--- src/rtl/alu_sequencer.sv ---
// alu_sequencer
//   Command front-end for the 8-bit ALU datapath. Accepts one operation per
//   cmd_valid/cmd_ready handshake, drives the ALU input-mux selector, both
//   operands and the one-hot output selector, captures the ALU result and
//   overflow flag, and returns them on a res_valid/res_ready port. Also owns
//   result chaining, the CLEAR operation and a saturating overflow counter.
//
// Ports
//   clk, rst            : clock, synchronous active-high reset
//   cmd_valid/cmd_ready : command handshake (ready only in IDLE)
//   cmd_op              : 0 AND, 1 OR, 2 NOT, 3 XOR, 4 ADD, 5 SUB, 6 MULT, 7 CLEAR
//   cmd_chain           : use last captured result as operand A
//   cmd_a, cmd_b        : operands
//   alu_in_selector     : one-hot {persist, load, reset} to ALU input muxes
//   alu_num1, alu_num2  : operands to ALU
//   alu_out_selector    : one-hot output select, bit0=AND .. bit6=MULT
//   alu_result          : ALU output mux value
//   alu_overflow        : ALU multiply overflow
//   res_valid/res_ready : response handshake
//   res_data            : captured result
//   res_overflow        : overflow flag of this result (MULT only)
//   res_error           : chain requested with no valid prior result
//   ovf_count           : saturating count of overflowing responses
//   state               : current FSM state (debug/status)

module alu_sequencer #(
  parameter int unsigned WIDTH = 8,
  parameter int unsigned CNT_W = 8
) (
  input  logic             clk,
  input  logic             rst,
  input  logic             cmd_valid,
  output logic             cmd_ready,
  input  logic [2:0]       cmd_op,
  input  logic             cmd_chain,
  input  logic [WIDTH-1:0] cmd_a,
  input  logic [WIDTH-1:0] cmd_b,
  output logic [2:0]       alu_in_selector,
  output logic [WIDTH-1:0] alu_num1,
  output logic [WIDTH-1:0] alu_num2,
  output logic [6:0]       alu_out_selector,
  input  logic [WIDTH-1:0] alu_result,
  input  logic             alu_overflow,
  output logic             res_valid,
  input  logic             res_ready,
  output logic [WIDTH-1:0] res_data,
  output logic             res_overflow,
  output logic             res_error,
  output logic [CNT_W-1:0] ovf_count,
  output logic [1:0]       state
);

  typedef enum logic [1:0] {
    IDLE  = 2'b00,
    ISSUE = 2'b01,
    EXEC  = 2'b10,
    RESP  = 2'b11
  } state_t;

  localparam logic [2:0] OP_MULT   = 3'd6;
  localparam logic [2:0] OP_CLEAR  = 3'd7;
  localparam logic [2:0] SEL_RESET = 3'b001;
  localparam logic [2:0] SEL_LOAD  = 3'b010;

  state_t             state_q;
  logic [2:0]         op_q;
  logic [WIDTH-1:0]   last_result_q;
  logic               chain_valid_q;
  logic [WIDTH-1:0]   res_data_q;
  logic               res_ovf_q;
  logic               res_err_q;
  logic [CNT_W-1:0]   ovf_cnt_q;
  logic [CNT_W-1:0]   ovf_cnt_d;
  logic [2:0]         in_sel_q;
  logic [WIDTH-1:0]   num1_q;
  logic [WIDTH-1:0]   num2_q;
  logic [6:0]         out_sel_q;
  logic [6:0]         out_sel_d;
  logic               cmd_err;
  logic               res_hs;

  always_comb begin
    cmd_err   = cmd_chain && !chain_valid_q;
    res_hs    = (state_q == RESP) && res_ready;
    out_sel_d = '0;
    if (cmd_op != OP_CLEAR) out_sel_d = 7'b000_0001 << cmd_op;
    ovf_cnt_d = ovf_cnt_q;
    if (res_hs && res_ovf_q && (ovf_cnt_q != '1)) ovf_cnt_d = ovf_cnt_q + CNT_W'(1);
  end

  always_ff @(posedge clk) begin
    if (rst) begin
      state_q       <= IDLE;
      op_q          <= '0;
      last_result_q <= '0;
      chain_valid_q <= 1'b0;
      res_data_q    <= '0;
      res_ovf_q     <= 1'b0;
      res_err_q     <= 1'b0;
      ovf_cnt_q     <= '0;
      in_sel_q      <= '0;
      num1_q        <= '0;
      num2_q        <= '0;
      out_sel_q     <= '0;
    end else begin
      ovf_cnt_q <= ovf_cnt_d;
      case (state_q)
        IDLE: begin
          if (cmd_valid) begin
            op_q <= cmd_op;
            if (cmd_err) begin
              // Rejected chain: respond immediately, ALU stays idle.
              state_q    <= RESP;
              res_err_q  <= 1'b1;
              res_data_q <= '0;
              res_ovf_q  <= 1'b0;
            end else begin
              // ALU drive is registered here so it is present throughout ISSUE.
              state_q   <= ISSUE;
              res_err_q <= 1'b0;
              in_sel_q  <= (cmd_op == OP_CLEAR) ? SEL_RESET : SEL_LOAD;
              num1_q    <= cmd_chain ? last_result_q : cmd_a;
              num2_q    <= cmd_b;
              out_sel_q <= out_sel_d;
            end
          end
        end
        ISSUE: begin
          // Operands now sit in the ALU registers; keep the output select.
          in_sel_q <= '0;
          state_q  <= EXEC;
        end
        EXEC: begin
          if (op_q == OP_CLEAR) begin
            res_data_q <= '0;
            res_ovf_q  <= 1'b0;
          end else begin
            res_data_q <= alu_result;
            res_ovf_q  <= alu_overflow && (op_q == OP_MULT);
          end
          in_sel_q  <= '0;
          num1_q    <= '0;
          num2_q    <= '0;
          out_sel_q <= '0;
          state_q   <= RESP;
        end
        RESP: begin
          if (res_ready) begin
            state_q <= IDLE;
            if (!res_err_q) begin
              if (op_q == OP_CLEAR) begin
                last_result_q <= '0;
                chain_valid_q <= 1'b0;
              end else begin
                last_result_q <= res_data_q;
                chain_valid_q <= 1'b1;
              end
            end
          end
        end
        default: state_q <= IDLE;
      endcase
    end
  end

  assign cmd_ready        = (state_q == IDLE);
  assign res_valid        = (state_q == RESP);
  assign res_data         = res_data_q;
  assign res_overflow     = res_ovf_q;
  assign res_error        = res_err_q;
  assign ovf_count        = ovf_cnt_q;
  assign alu_in_selector  = in_sel_q;
  assign alu_num1         = num1_q;
  assign alu_num2         = num2_q;
  assign alu_out_selector = out_sel_q;
  assign state            = state_q;

endmodule

--- config.mk ---
export PLATFORM = sky130hd
export DESIGN_NAME = alu_sequencer
export DESIGN_NICKNAME = d
export VERILOG_FILES = /design/src/rtl/alu_sequencer.sv
export SDC_FILE = /design/constraint.sdc
export NUM_CORES = 1
export LEC_CHECK = 0
export ABC_AREA = 1
export CAP_MARGIN = 20
export CORE_MARGIN = 2
export CORE_UTILIZATION = 50
export DETAILED_ROUTE_END_ITERATION = 8
export GPL_TIMING_DRIVEN = 0
export PLACE_DENSITY = 0.85
export SYNTH_ARGS = -nofsm -noshare
export SYNTH_HDL_FRONTEND = slang
export SYNTH_SLANG_ARGS = --single-unit
--- constraint.sdc ---
create_clock -name clk -period 3 [get_ports clk]
set_clock_uncertainty 0.1 [all_clocks]
set_input_delay 0.45 -clock clk [delete_from_list [all_inputs] [get_ports clk]]
set_output_delay 0.45 -clock clk [all_outputs]
set_load 0.01 [all_outputs]
Word-level counts from Yosys, hierarchy flattened --
Index checks and enable logic that the tools add are counted.
Cells by class: bitwise logic cells 1, eq/ne operators 12, shift-type cells 1, mux-type cells 30, add/subtract/negate cells 1, reductions and logical operators 16
Operators with widths (number):
- 2-to-1 mux 8 bit | 9
- one-hot mux 8 bit (2 select lines) | 3
- 2-to-1 mux 7 bit | 3
- one-hot mux 7 bit (2 select lines) | 1
- AND reduction 3 bit | 4
- == test 3 bit, second input constant | 3
- adder 8 x 1 -> 8 bit, second input constant | 1
- 2-to-1 mux 2 bit | 4
- inequality test 8 bit, second input constant | 1
- one-hot mux 2 bit (4 select lines) | 1
- << shifter 1 x 3 -> 7 bit, first input constant | 1
- 2-to-1 mux 3 bit | 2
- one-hot mux 3 bit (2 select lines) | 1
- logical AND 1 bit | 5
- 2-to-1 mux 1 bit | 5
- == test 2 bit, second input constant | 2
- inequality test 2 x 1 -> 1 bit, second input constant | 2
- inequality test 2 bit, second input constant | 2
- AND reduction 2 bit | 2
- nonzero test 2 bit | 2
- inequality test 3 bit, second input constant | 1
- == test 2 x 1 -> 1 bit, second input constant | 1
- zero test 2 bit | 1
- one-hot mux 1 bit (2 select lines) | 1
- 3 further kinds | 3
Storage, ports and cells: output and inout port bits 48, input bits 33, register bits after elaboration 58, logic and storage cells 73

Longest topological paths before layout --
Gate-level depths: netlist of the first run.
word-level depth 5, mapped depth 10, gate-level depth less buffers 9

Worst setup path after synthesis of the first run --
OpenSTA, ideal clock, no wires.
path kind register to register, start point register state_q[0], in the netlist state[0], end point register out_sel_q[5], in the netlist alu_out_selector[5], slack 1.336 ns, setup time 0.116 ns, data required time 2.784 ns, stages on the path, launching flop included 10, buffers on the path 1, clock period less this slack 1.664 ns, arrival 1.448 ns, cell sequence dfxtp_1 inv_1 ha_1 nand2_2 clkinv_4 nand2_4 nand2_8 buf_6 o21ai_0 nor2_1
On the way: longest elaborated chain between the ends 3, elaborated cells between the ends (all ways) 7, those cells by class eq/ne (3); mux (1); reduce/logical (3)
RTL lines:
- from (decl) | RTL line 65 | state_t state_q;
- from (signal assigned) | RTL line 93 | state_q <= IDLE;
- from (signal assigned) | RTL line 113 | state_q <= RESP;
- from (signal assigned) | RTL line 119 | state_q <= ISSUE;
- zero test 2 bit (*)
- via cmd_ready | RTL line 33 | output logic cmd_ready,
- inequality test 2 bit (no source line) / nonzero test 2 bit (equally long branches)
- AND reduction 3 bit (no source line)
- to (signal assigned) | RTL line 124 | out_sel_q <= out_sel_d;
- to (decl) | RTL line 77 | logic [6:0] out_sel_q;
Mark *: on every way through the listed nets, which the timed path passes. The rest lies on a longest branch. A chain may end at the register's enable or synchronous reset.

Worst setup path in the final report of the first run --
start point register state_q[0], in the netlist state[0], end point output port cmd_ready
On the way: longest elaborated chain between the ends 1
RTL lines:
- zero test 2 bit | RTL line 166 | assign cmd_ready = (state_q == IDLE);
- to (decl) | RTL line 33
Every way passes these cells.

==> metrics, run 1 <==
status complete, no violations; area of the die 5770 um^2; Syn Std Cell Area 2590 um^2; count leader, synth nand2_1; CP max-delay cell clkdlybuf4s50_1; Sum Neg Setup Slack 0 ns; CTS Buffer Depth 2; Yosys top cell by area dfxtp_1; Post-synth top cells nand2_1 (60), dfxtp_1 (57), a21oi_1 (40), nor2_1 (40), nand3_1 (26); power density cells 811 nW/um^2; clock latency at the later pin of the worst-skew pair 0.35 ns; DP HPWL 4.81 mm; sequential element share of the synthesized area 0.440; final worst setup slack 0.824 ns; ANT nets after route 0; DR vias/cell 5.19; Post-CTS Hold Fix Bufs 0; cell count after synthesis 340; Setup Fix Bufs, Post-CTS 0; Finished Cell Area 3660 um^2; vias in the first global route 2,541; share of layout cells above drive strength 1 0.134; number of synthesized flops with an enable pin 0; Yosys top cell area share 0.440; Initial Util 0.514; DP Worst Slack 1.07 ns; Final Slew Violations 0; clock slew at reported path FFs 0.08 ns; initial antenna violation count 0; clk sinks 57; WP buf/inv 2; Largest stage delay, worst path 0.58 ns; CTS root buffer clkbuf_8; Critical Path End Type output pin; die height 76.0 um; Mapped Nets 377; core region area 5040 um^2; port buffer count 77; post-synthesis register bit count 57; # rows 26; wire per inst 13.6 um; maximum number of pins on one net before global-route repair 11; H-tree level count 3; fin cells 503; I/O pin cnt 81; critical path launch point type register; CTS tree yes; P_leak 1.41 nW; Synth area leaders dfxtp_1 (44%), nand2_1 (8.7%), a21oi_1 (7.7%); Worst Max-Slew Pin Slew 0.606 ns; # nets final 465; post-CTS resize count 0; Total Wirelength 6.82 mm; CP max FO 6; drt drc 0; global route total overflow 0; Main synth FF type dfxtp_1; Slew HR 0.596; Tot Pwr 0.00297 W; fmax 0.459 GHz; WS Path Type reg2out; first-pass GRT wire length 11.5 mm; # setup viols final 0; fillers 403; RD Place Congestion 0.879; max_cap viols 0; post-route clock period utilization 0.725; CP top delay family buffers and inverters; placed insts 487; CP arrival 1.63 ns; final worst path period need 2.18 ns; routed vias 2,610; unrepaired setup endpoints after global routing false; CP Cell Sequence inv_1 > ha_1 > clkdlybuf4s50_1; worst hold path class in2reg; synth unique cells 36; Fin. Hold Viols 0; R2R Setup Slk 1.24 ns; GRT Overall Usage 0.247; drt initial violations 219; Num CTS Buffers 9; Placed Area 3450 um^2; area grow syn2layout 41.2%; TritonRoute pass-1 iters 5; CP required 2.45 ns; Syn. warnings 0; Post-Syn Area per Cell 7.62 um^2; die width 76.0 um; number of diodes 0; maximum vdd drop 0.000579 V; FFs w/ async S/R, synth 0
power breakdown:
part           internal (W)  switching (W)
Combinational      0.000544       0.000580
Sequential         0.000933       0.000122
Clock              0.000463       0.000325
Total               0.00194        0.00103
state kept, by name (all words and copies together) (netlist names), 2 cells and up:
name              flops
ovf_count             8
op_q                  3
alu_num1              8
alu_out_selector      7
alu_in_selector       2
alu_num2              8
state                 2
res_data              8
last_result_q         8
cell usage in the layout (no fill, tap or decap), types with 4 or more instances in the layout:
cell	Yosys	final
clkdlybuf4s50_1	0	77
nand2_1	60	60
dfxtp_1	57	57
nor2_1	40	40
a21oi_1	40	40
nand3_1	26	26
o21ai_0	23	23
inv_1	21	21
clkbuf_8	0	9
nand2_2	7	7
or2_2	7	7
o211ai_1	7	7
a21oi_2	6	6
clkbuf_1	4	5
o21ai_1	5	5
ha_1	4	4
through the flow:
stage	util	hold slack [ns]
2_1_floorplan	-	0.345
3_3_place_gp	0.684	0.349
3_5_place_dp	0.684	0.354
4_1_cts	0.726	0.358
5_1_grt	0.726	0.380
6_report	0.726	0.360
final timing paths:
kind,from,to,cells after the start
worst max-delay path,state[0]$_SDFFE_PP0P_,cmd_ready,3
worst min-delay path,rst,alu_num2[0]$_SDFFE_PP0P_,2
worst max register to register,state[0]$_SDFFE_PP0P_,alu_out_selector[2]$_SDFFE_PP0P_,9
worst min register to register,alu_num2[7]$_SDFFE_PP0P_,alu_num2[7]$_SDFFE_PP0P_,2
kinds of logic (layout without fill, tap and decap cells):
group / after synthesis / count (layout) / share of synthesized area
fa+ha+maj: 4 / 4 / 0.0193
buf+inv: 41 / 134 / 0.0845
other cells: 1 / 1 / 0.00145
flops: 57 / 57 / 0.440
simple gates: 154 / 154 / 0.276
compound gates: 82 / 82 / 0.175
xor+xnor: 1 / 1 / 0.00338
per-layer routing:
layer / wire length (um) / vias to the layer above / track usage
met5: 0 / - / 0
met1: 2850 / 1179 / 0.292
li1: - / 1305 / -
met4: 137 / 0 / 0.0891
met2: 3370 / 113 / 0.429
met3: 465 / 13 / 0.0711
worst register-to-register path: stages (launching register included):
cell	delay (ns)
dfxtp_1	0.35
inv_1	0.08
ha_1	0.28
nand2_2	0.15
clkinv_4	0.09
nand2_4	0.11
nand2_8	0.08
buf_8	0.14
o21ai_0	0.18
nor2_1	0.08
area by class of cell:
class | count | area [um^2] | share of cell area
inverters | 26 | 110 | 0.0301
clock buffers | 10 | 128 | 0.0349
repair buffers | 77 | 771 | 0.211
clock inverters | 6 | 82.6 | 0.0226
multi-input cells | 242 | 1230 | 0.336
flip-flops and latches | 57 | 1140 | 0.312
well taps | 70 | 87.6 | 0.0239
plain buffers | 15 | 109 | 0.0297
Note: power is estimated with default switching activity, not from simulation.
==> inputs of run 2 (changes only) <==
CORE_UTILIZATION = 46   (was 50)
PLACE_DENSITY = 0.79   (was 0.85)
clock period = 2.3 ns   (was 3 ns; I/O delays follow)
==> metrics, run 2 (same netlist as run 1, synthesis figures left out) <==
clock latency at the later pin of the worst-skew pair 0.33 ns (was 0.35 ns); placed insts 489 (was 487); maximum number of pins on one net before global-route repair 11 (unchanged); routed vias 2,573 (was 2,610); fin cells 503 (unchanged); drt initial violations 126 (was 219); maximum vdd drop 0.000609 V (was 0.000579 V); Multi-input gate area 1230 um^2 (unchanged); clk sinks 57 (unchanged); port buffer count 77 (unchanged); share of layout cells above drive strength 1 0.130 (was 0.134); CTS Buffer Depth 2 (unchanged); CP arrival 1.64 ns (was 1.63 ns); Worst Max-Slew Pin Slew 0.635 ns (was 0.606 ns); # setup viols final 0 (unchanged); final worst path period need 2.09 ns; Fin. Hold Viols 0 (unchanged); die width 79.1 um (was 76.0 um); max_cap viols 0 (unchanged); Hold EP alu_num2[1]$_SDFFE_PP0P_ (was alu_num2[0]$_SDFFE_PP0P_); most frequent cells in the layout clkdlybuf4s50_1 (77), nand2_1 (60), dfxtp_1 (57), nor2_1 (40), a21oi_1 (40) (unchanged); Num CTS Buffers 9 (unchanged); Initial Util 0.473 (was 0.514); GRT Overall Usage 0.219 (was 0.247); critical path launch point type register (unchanged); Core Util, Final 0.664 (was 0.726); status complete, no violations (unchanged); Setup Fix Bufs, Post-CTS 0 (unchanged); wire per inst 12.9 um (was 13.6 um); die height 79.1 um (was 76.0 um); # rows 27 (was 26); Sum Neg Setup Slack 0 ns (unchanged); drt drc 0 (unchanged); R2R depth 9 (unchanged); Cells on Worst Hold Path 2 (unchanged); area of the die 6250 um^2 (was 5770 um^2); P_leak 1.39 nW (was 1.41 nW); worst hold path class in2reg (unchanged); # nets final 465 (unchanged); initial antenna violation count 0 (unchanged); Placed Area 3450 um^2 (about the same); fillers 510 (was 403); first-pass GRT wire length 10.7 mm (was 11.5 mm); Crit Reg-Reg Endpoint alu_out_selector[6]$_SDFFE_PP0P_ (was alu_out_selector[2]$_SDFFE_PP0P_); Slew HR 0.576 (was 0.596); R2R Setup Slk 0.56 ns (was 1.24 ns); fmax 0.480 GHz; Finished Cell Area 3640 um^2 (was 3660 um^2); DR vias/cell 5.12 (was 5.19); ANT nets after route 0 (unchanged); WS Path Type reg2out (unchanged); commonest non-fill, non-tap cell in the layout clkdlybuf4s50_1 (unchanged); Total Wirelength 6.50 mm (was 6.82 mm); post-route clock period utilization 0.907; CP max FO 6 (unchanged); RD Place Congestion 0.839 (was 0.879); Register Area 1140 um^2 (unchanged); area grow syn2layout 40.3% (was 41.2%); CP required 1.86 ns (was 2.45 ns); hold_sp rst (unchanged); I/O pin cnt 81 (unchanged); DP HPWL 4.78 mm (was 4.81 mm); H-tree level count 3 (unchanged); reg2reg start state[0]$_SDFFE_PP0P_ (unchanged); global route total overflow 0 (unchanged); core region area 5470 um^2 (was 5040 um^2); power density cells 1020 nW/um^2 (was 811 nW/um^2); Post-CTS Hold Fix Bufs 0 (unchanged); vias in the first global route 2,343 (was 2,541); TritonRoute pass-1 iters 4 (was 5); Final Slew Violations 0 (unchanged); unrepaired setup endpoints after global routing false (unchanged); clock slew at reported path FFs 0.06 ns (was 0.08 ns); Critical Path End Type output pin (unchanged); post-CTS resize count 0 (unchanged); CTS tree yes (unchanged); number of diodes 0 (unchanged); CTS root buffer clkbuf_8 (unchanged)
-- run 2: power by group --
part           total [W]  switching, W  internal, W
clock network   0.000901      0.000385     0.000516
logic            0.00145      0.000737     0.000710
registers        0.00137      0.000157      0.00122
-- run 2: how the worst max path moves through the flow --
stage | cells past startpoint | endpoint | startpoint
3_3_place_gp | 6 | last_result_q[0]$_SDFFE_PP0P_ | res_ready
6_report | 3 | cmd_ready | state[0]$_SDFFE_PP0P_
5_1_grt | 3 | cmd_ready | state[0]$_SDFFE_PP0P_
3_5_place_dp | 8 | alu_out_selector[6]$_SDFFE_PP0P_ | cmd_valid
2_1_floorplan | 9 | alu_out_selector[5]$_SDFFE_PP0P_ | state[0]$_SDFFE_PP0P_
4_1_cts | 3 | cmd_ready | state[0]$_SDFFE_PP0P_
-- run 2: worst max-delay path, stage by stage, from the launching register on --
cell	delay, ns
dfxtp_1	0.33
inv_1	0.10
ha_1	0.29
clkdlybuf4s50_1	0.58
-- run 2: final cells by class --
class | instances | area share
buffer | 15 | 0.0299
clock buffer | 11 | 0.0389
clock inverter | 3 | 0.0117
inverter | 26 | 0.0303
multi-input combinational | 242 | 0.339
sequential | 57 | 0.314
tap | 72 | 0.0248
timing repair buffer | 77 | 0.212
-- run 2: layer usage --
layer  vias up  GRT usage  share of wire
met1      1182      0.284           0.47
met2        82      0.361           0.47
met3        12     0.0398          0.048
met4         0     0.0879          0.015
li1       1297          -              -
met5         -          0              0
-- run 2: stage by stage --
stage                     hold slack [ns]  setup slack [ns]  total power, W
after global placement              0.348             0.527         0.00281
after global routing                0.282             0.135         0.00396
final                               0.251             0.215         0.00372
after detailed placement            0.355             0.494         0.00283
after CTS                           0.251             0.208         0.00374
after floorplan                     0.345             0.636         0.00217
==> RTL change 1: new RTL, settings of run 2 <==
Put one more register stage on the output `ovf_count`, cleared by the reset. The value now appears one clock later. The other outputs are not delayed to match.
--- a/src/rtl/alu_sequencer.sv
+++ b/src/rtl/alu_sequencer.sv
@@ -168,7 +168,13 @@
   assign res_data         = res_data_q;
   assign res_overflow     = res_ovf_q;
   assign res_error        = res_err_q;
-  assign ovf_count        = ovf_cnt_q;
+  always_ff @(posedge clk) begin
+    if (rst) begin
+      ovf_count <= '0;
+    end else begin
+      ovf_count <= ovf_cnt_q;
+    end
+  end
   assign alu_in_selector  = in_sel_q;
   assign alu_num1         = num1_q;
   assign alu_num2         = num2_q;
Check against the original RTL: not equivalent (Yosys sat finds a counterexample within 10 cycles, from zero or initial values and one cycle with rst high).
==> RTL change 1 against run 2 <==
- final area up 9.5%
- die area increased by 11%
- sequential power up 19%
- synthesized area increased by 11%
- via count is 8.3% higher
- synthesized cell count grew 22%
- power is 29% higher
- sequential cell count grew 8
- routed wire length increased by 5.2%
- setup slack better by 0.030 ns
- critical endpoint unchanged
- highest routed layer unchanged
==> RTL change 1: results (changes against run 2) <==
Global route:
- The met1 track utilization from global routing is 25.5% (was 28.4%).
- The met2 layer usage reported by global route is 33.4% (was 36.1%).
- The via count of the first global-routing pass came to 2544 (was 2343).
- The met3 global-route usage came to 4.77% (was 3.98%).
- The overall fraction of global-route tracks in use is 20.1% (was 21.9%).

Placed design:
- The placed cell count is 567 (was 489).
- The setup slack after placement came to 0.348 ns (was 0.494 ns).
- The global placement routability congestion is 0.883 (was 0.839).
- The placed standard-cell area is 0.00375 sq mm (was 0.00345 sq mm).
- The HPWL after detailed placement is 5.06 mm (was 4.78 mm).

Min path:
- The endpoint of the worst hold-timing path is last_result_q[0] (was alu_num2[1]).
- The source of the worst hold timing path is rst (unchanged).

Detailed routing:
- The met3 routed wirelength was 376 um (was 311 um).
- The total routed wirelength is 6.84 mm (was 6.50 mm).
- The number of DRC violations after detailed-routing iteration 0 is 141 (was 126).
- The top routing layer in use is met4 (unchanged).
- The average routed wire per standard cell is 11.7 um (was 12.9 um).
- The routed via count divided by cell count is 4.78 (was 5.12).
- The met2 wire length came to 3.20 mm (was 3.07 mm).

Pwr:
- The reported combinational group power is 2.13 mW (was 1.45 mW).
- The clock network power came to 1.05 mW (was 901 uW).
- The overall power is 4.81 mW (was 3.72 mW).
- The standby leakage power was 1.75 nW (was 1.39 nW).
- The worst voltage drop across the vdd grid is 0.616 mV (was 0.609 mV).

Worst setup path:
- The worst reg2reg path endpoint was alu_out_selector[0] (was alu_out_selector[6]).
- The setup slack of the most critical reg-to-reg path is 0.51 ns (was 0.56 ns).
- The depth of the worst register-to-register path was 9 (unchanged).
- The data arrival time of the worst path came to 1.61 ns (was 1.64 ns).

Timing:
- The slew at the pin closest to its max-slew limit was 0.665 ns (was 0.635 ns).
- The final worst slack is 0.245 ns (was 0.215 ns).

Finish:
- The diode insertion count for antenna repair came to 0 (unchanged).
- The proportion of layout cells with a drive suffix above 1 was 9.25% (was 13.0%).
- The fill cell total of the finished layout came to 513 (was 510).
- The post-layout net count is 540 (was 465).

Yosys:
- Synth area leaders: dfxtp_1, nand2_1, nor2_1 (was dfxtp_1, nand2_1, a21oi_1).
- The post-synthesis compound-gate area fraction is 11.2% (was 17.5%).
- The synthesized-area fraction occupied by xor and xnor cells was 0% (was 0.338%).
- The post-synthesis average cell area is 6.96 sq um (was 7.62 sq um).
- Commonest cells in the netlist: nand2_1, nor2_1, dfxtp_1 (was nand2_1, dfxtp_1, a21oi_1, nor2_1, nand3_1).
- The number of library cell types mapped by synthesis is 24 (was 36).
- The sequential-to-total area share from yosys stat is 45.0% (was 44.0%).
- The adder and majority gate portion of the synthesized area came to 1.73% (was 1.93%).
- The synthesized net count is 452 (was 377).

Outcome:
- Run status: completed (unchanged).

Clock tree:
- The H-tree depth is 3 (unchanged).
[RTL change 1: changes by cell type after synthesis, sizes merged, moves of 3 or more]
cell / change
o21ai: +3
nand3: +5
nand2: +30
a21oi: -20
or2: -7
dfxtp: +8
o211ai: -7
inv: +25
nor2: +38
[RTL change 1: layout make-up]
type	instances	area, sq um	area share [%]
sequential	65	1300	32.7
clock buffer	15	196	4.94
timing repair buffer	77	771	19.4
buffer	17	111	2.80
clock inverter	1	30.0	0.754
multi-input combinational	283	1290	32.4
tap	75	93.8	2.36
inverter	50	188	4.72
[RTL change 1: how the worst max path moves through the flow]
stage          slack, ns               end  startpoint
6_report            0.24         cmd_ready    state[0]
2_1_floorplan       0.60       alu_num2[7]    state[0]
4_1_cts             0.21         cmd_ready    state[0]
5_1_grt             0.15         cmd_ready    state[0]
3_3_place_gp        0.36  last_result_q[2]   res_ready
3_5_place_dp        0.35  last_result_q[4]   res_ready
==> RTL change 2: new RTL, settings of run 2 <==
Made on the original files. Set the parameter `CNT_W` to 6 (it was 8).
--- a/src/rtl/alu_sequencer.sv
+++ b/src/rtl/alu_sequencer.sv
@@ -25,7 +25,7 @@
 
 module alu_sequencer #(
   parameter int unsigned WIDTH = 8,
-  parameter int unsigned CNT_W = 8
+  parameter int unsigned CNT_W = 6
 ) (
   input  logic             clk,
   input  logic             rst,
Interface: changed (resized ovf_count); port bits go from 81 to 79. The function was not compared with the original's and may differ.
==> RTL change 2 against run 2 <==
- register-to-register slack got worse by 0.13 ns
- setup slack improved by 0.021 ns
- final area is 2.2% lower
- power is 18% higher
- sequential cell count shrank 2
- global-route usage is 0.40 points lower
- synthesized area is 1.1% higher
- routed wire length decreased by 2.1%
==> RTL change 2: results (changes against run 2) <==
Outcome:
- Run status: completed (unchanged).

Detailed routing:
- The number of DRC violations after detailed-routing iteration 0 was 118 (was 126).
- The total routed wirelength is 6.36 mm (was 6.50 mm).
- The routed via count divided by cell count is 4.93 (was 5.12).

Pwr:
- The worst voltage drop across the vdd grid is 0.578 mV (was 0.609 mV).
- The standby leakage power is 1.47 nW (was 1.39 nW).

Global route:
- The met1 track utilization from global routing is 26.1% (was 28.4%).
- The via count of the first global-routing pass is 2438 (was 2343).
- The maximum number of pins on one net before global-route repair is 17 (was 11).
- The met3 global-route usage was 4.19% (was 3.98%).
- The wire length of the first global-routing pass is 10.8 mm (was 10.7 mm).
- The overall fraction of global-route tracks in use came to 21.5% (was 21.9%).

Placed design:
- The global placement routability congestion was 0.867 (was 0.839).
- The HPWL after detailed placement is 4.91 mm (was 4.78 mm).
- The number of buffers inserted by port buffering is 76 (was 77).

Clock tree:
- The clock buffer count from CTS is 5 (was 9).
- The source-to-sink clock delay at the later pin of the worst-skew pair was 0.31 ns (was 0.33 ns).
- The register clock-pin slew on the reported worst setup and hold paths was 0.09 ns (was 0.06 ns).

Min path:
- The worst hold path class is input port to register (unchanged).

Finish:
- The fill cell total of the finished layout came to 517 (was 510).
- The proportion of layout cells with a drive suffix above 1 came to 12.9% (was 13.0%).
- The post-layout net count came to 486 (was 465).

Timing:
- The slew at the pin closest to its max-slew limit is 0.631 ns (was 0.635 ns).

Yosys:
- The synthesized net count was 403 (was 377).
- Commonest cells in the netlist: nand2_1, nor2_1, dfxtp_1 (was nand2_1, dfxtp_1, a21oi_1, nor2_1, nand3_1).
- The number of library cell types mapped by synthesis came to 26 (was 36).
- Synth area leaders: dfxtp_1, nand2_1, nor2_1 (was dfxtp_1, nand2_1, a21oi_1).
- The sequential-to-total area share from yosys stat is 42.0% (was 44.0%).
- The number of warnings reported in the yosys synthesis log is 0 (unchanged).

Worst setup path:
- The data arrival time of the worst path is 1.62 ns (was 1.64 ns).
- The maximum net fanout on the critical path is 7 (was 6).
## RTL change 2: worst paths after layout
path,cells past startpoint,slack (ns),end,start
hold reg to reg,2,0.37,last_result_q[3],last_result_q[3]
hold / removal,2,0.28,alu_in_selector[1],rst
setup / recovery,3,0.24,cmd_ready,state[0]
setup reg to reg,11,0.43,res_data[0],state[0]
## RTL change 2: cell families after synthesis
| group | count (synthesis) | synth area share [%] |
|---|---|---|
| simple gates | 191 | 31.8 |
| compound gates | 67 | 15.0 |
| flops | 55 | 42.0 |
| buf+inv | 47 | 8.74 |
| fa+ha+maj | 4 | 1.91 |
| xor+xnor | 1 | 0.334 |
| other cells | 1 | 0.143 |
## RTL change 2: per-layer routing
metal | vias to the layer above | share of wire (%)
met5 | - | 0
met3 | 9 | 4.4
met1 | 1175 | 44
li1 | 1332 | -
met2 | 60 | 50
met4 | 0 | 1.5
## RTL change 2: area by class of cell
cell class	count	share of cell area (%)
clock buffers	5	1.94
flip-flops and latches	55	31.0
well taps	72	2.53
multi-input cells	264	36.3
clock inverters	3	0.422
repair buffers	76	21.4
inverters	31	3.27
plain buffers	16	3.17
## RTL change 2: worst max-delay path: stages (launching register included)
cell and delay (ns):
dfxtp_1 0.33, inv_1 0.10, ha_1 0.29, clkdlybuf4s50_1 0.59
## RTL change 2: stage by stage
| stage | util [%] | cells | power [mW] | instance area, sq um |
|---|---|---|---|---|
| 6_report | 64.6 | 522 | 4.41 | 3550 |
| 3_5_place_dp | 63.0 | 514 | 3.93 | 3470 |
| 5_1_grt | 64.6 | 522 | 4.75 | 3550 |
| 2_1_floorplan | - | 366 | 2.99 | 2620 |
| 4_1_cts | 64.6 | 522 | 4.45 | 3550 |
| 3_3_place_gp | 63.0 | 514 | 3.88 | 3470 |
## RTL change 2: power breakdown
part / internal [mW] / total, mW / switching, mW
sequential: 1.28 / 1.50 / 0.223
clock: 0.209 / 0.517 / 0.307
combinational: 1.16 / 2.39 / 1.23
total: 2.65 / 4.41 / 1.76
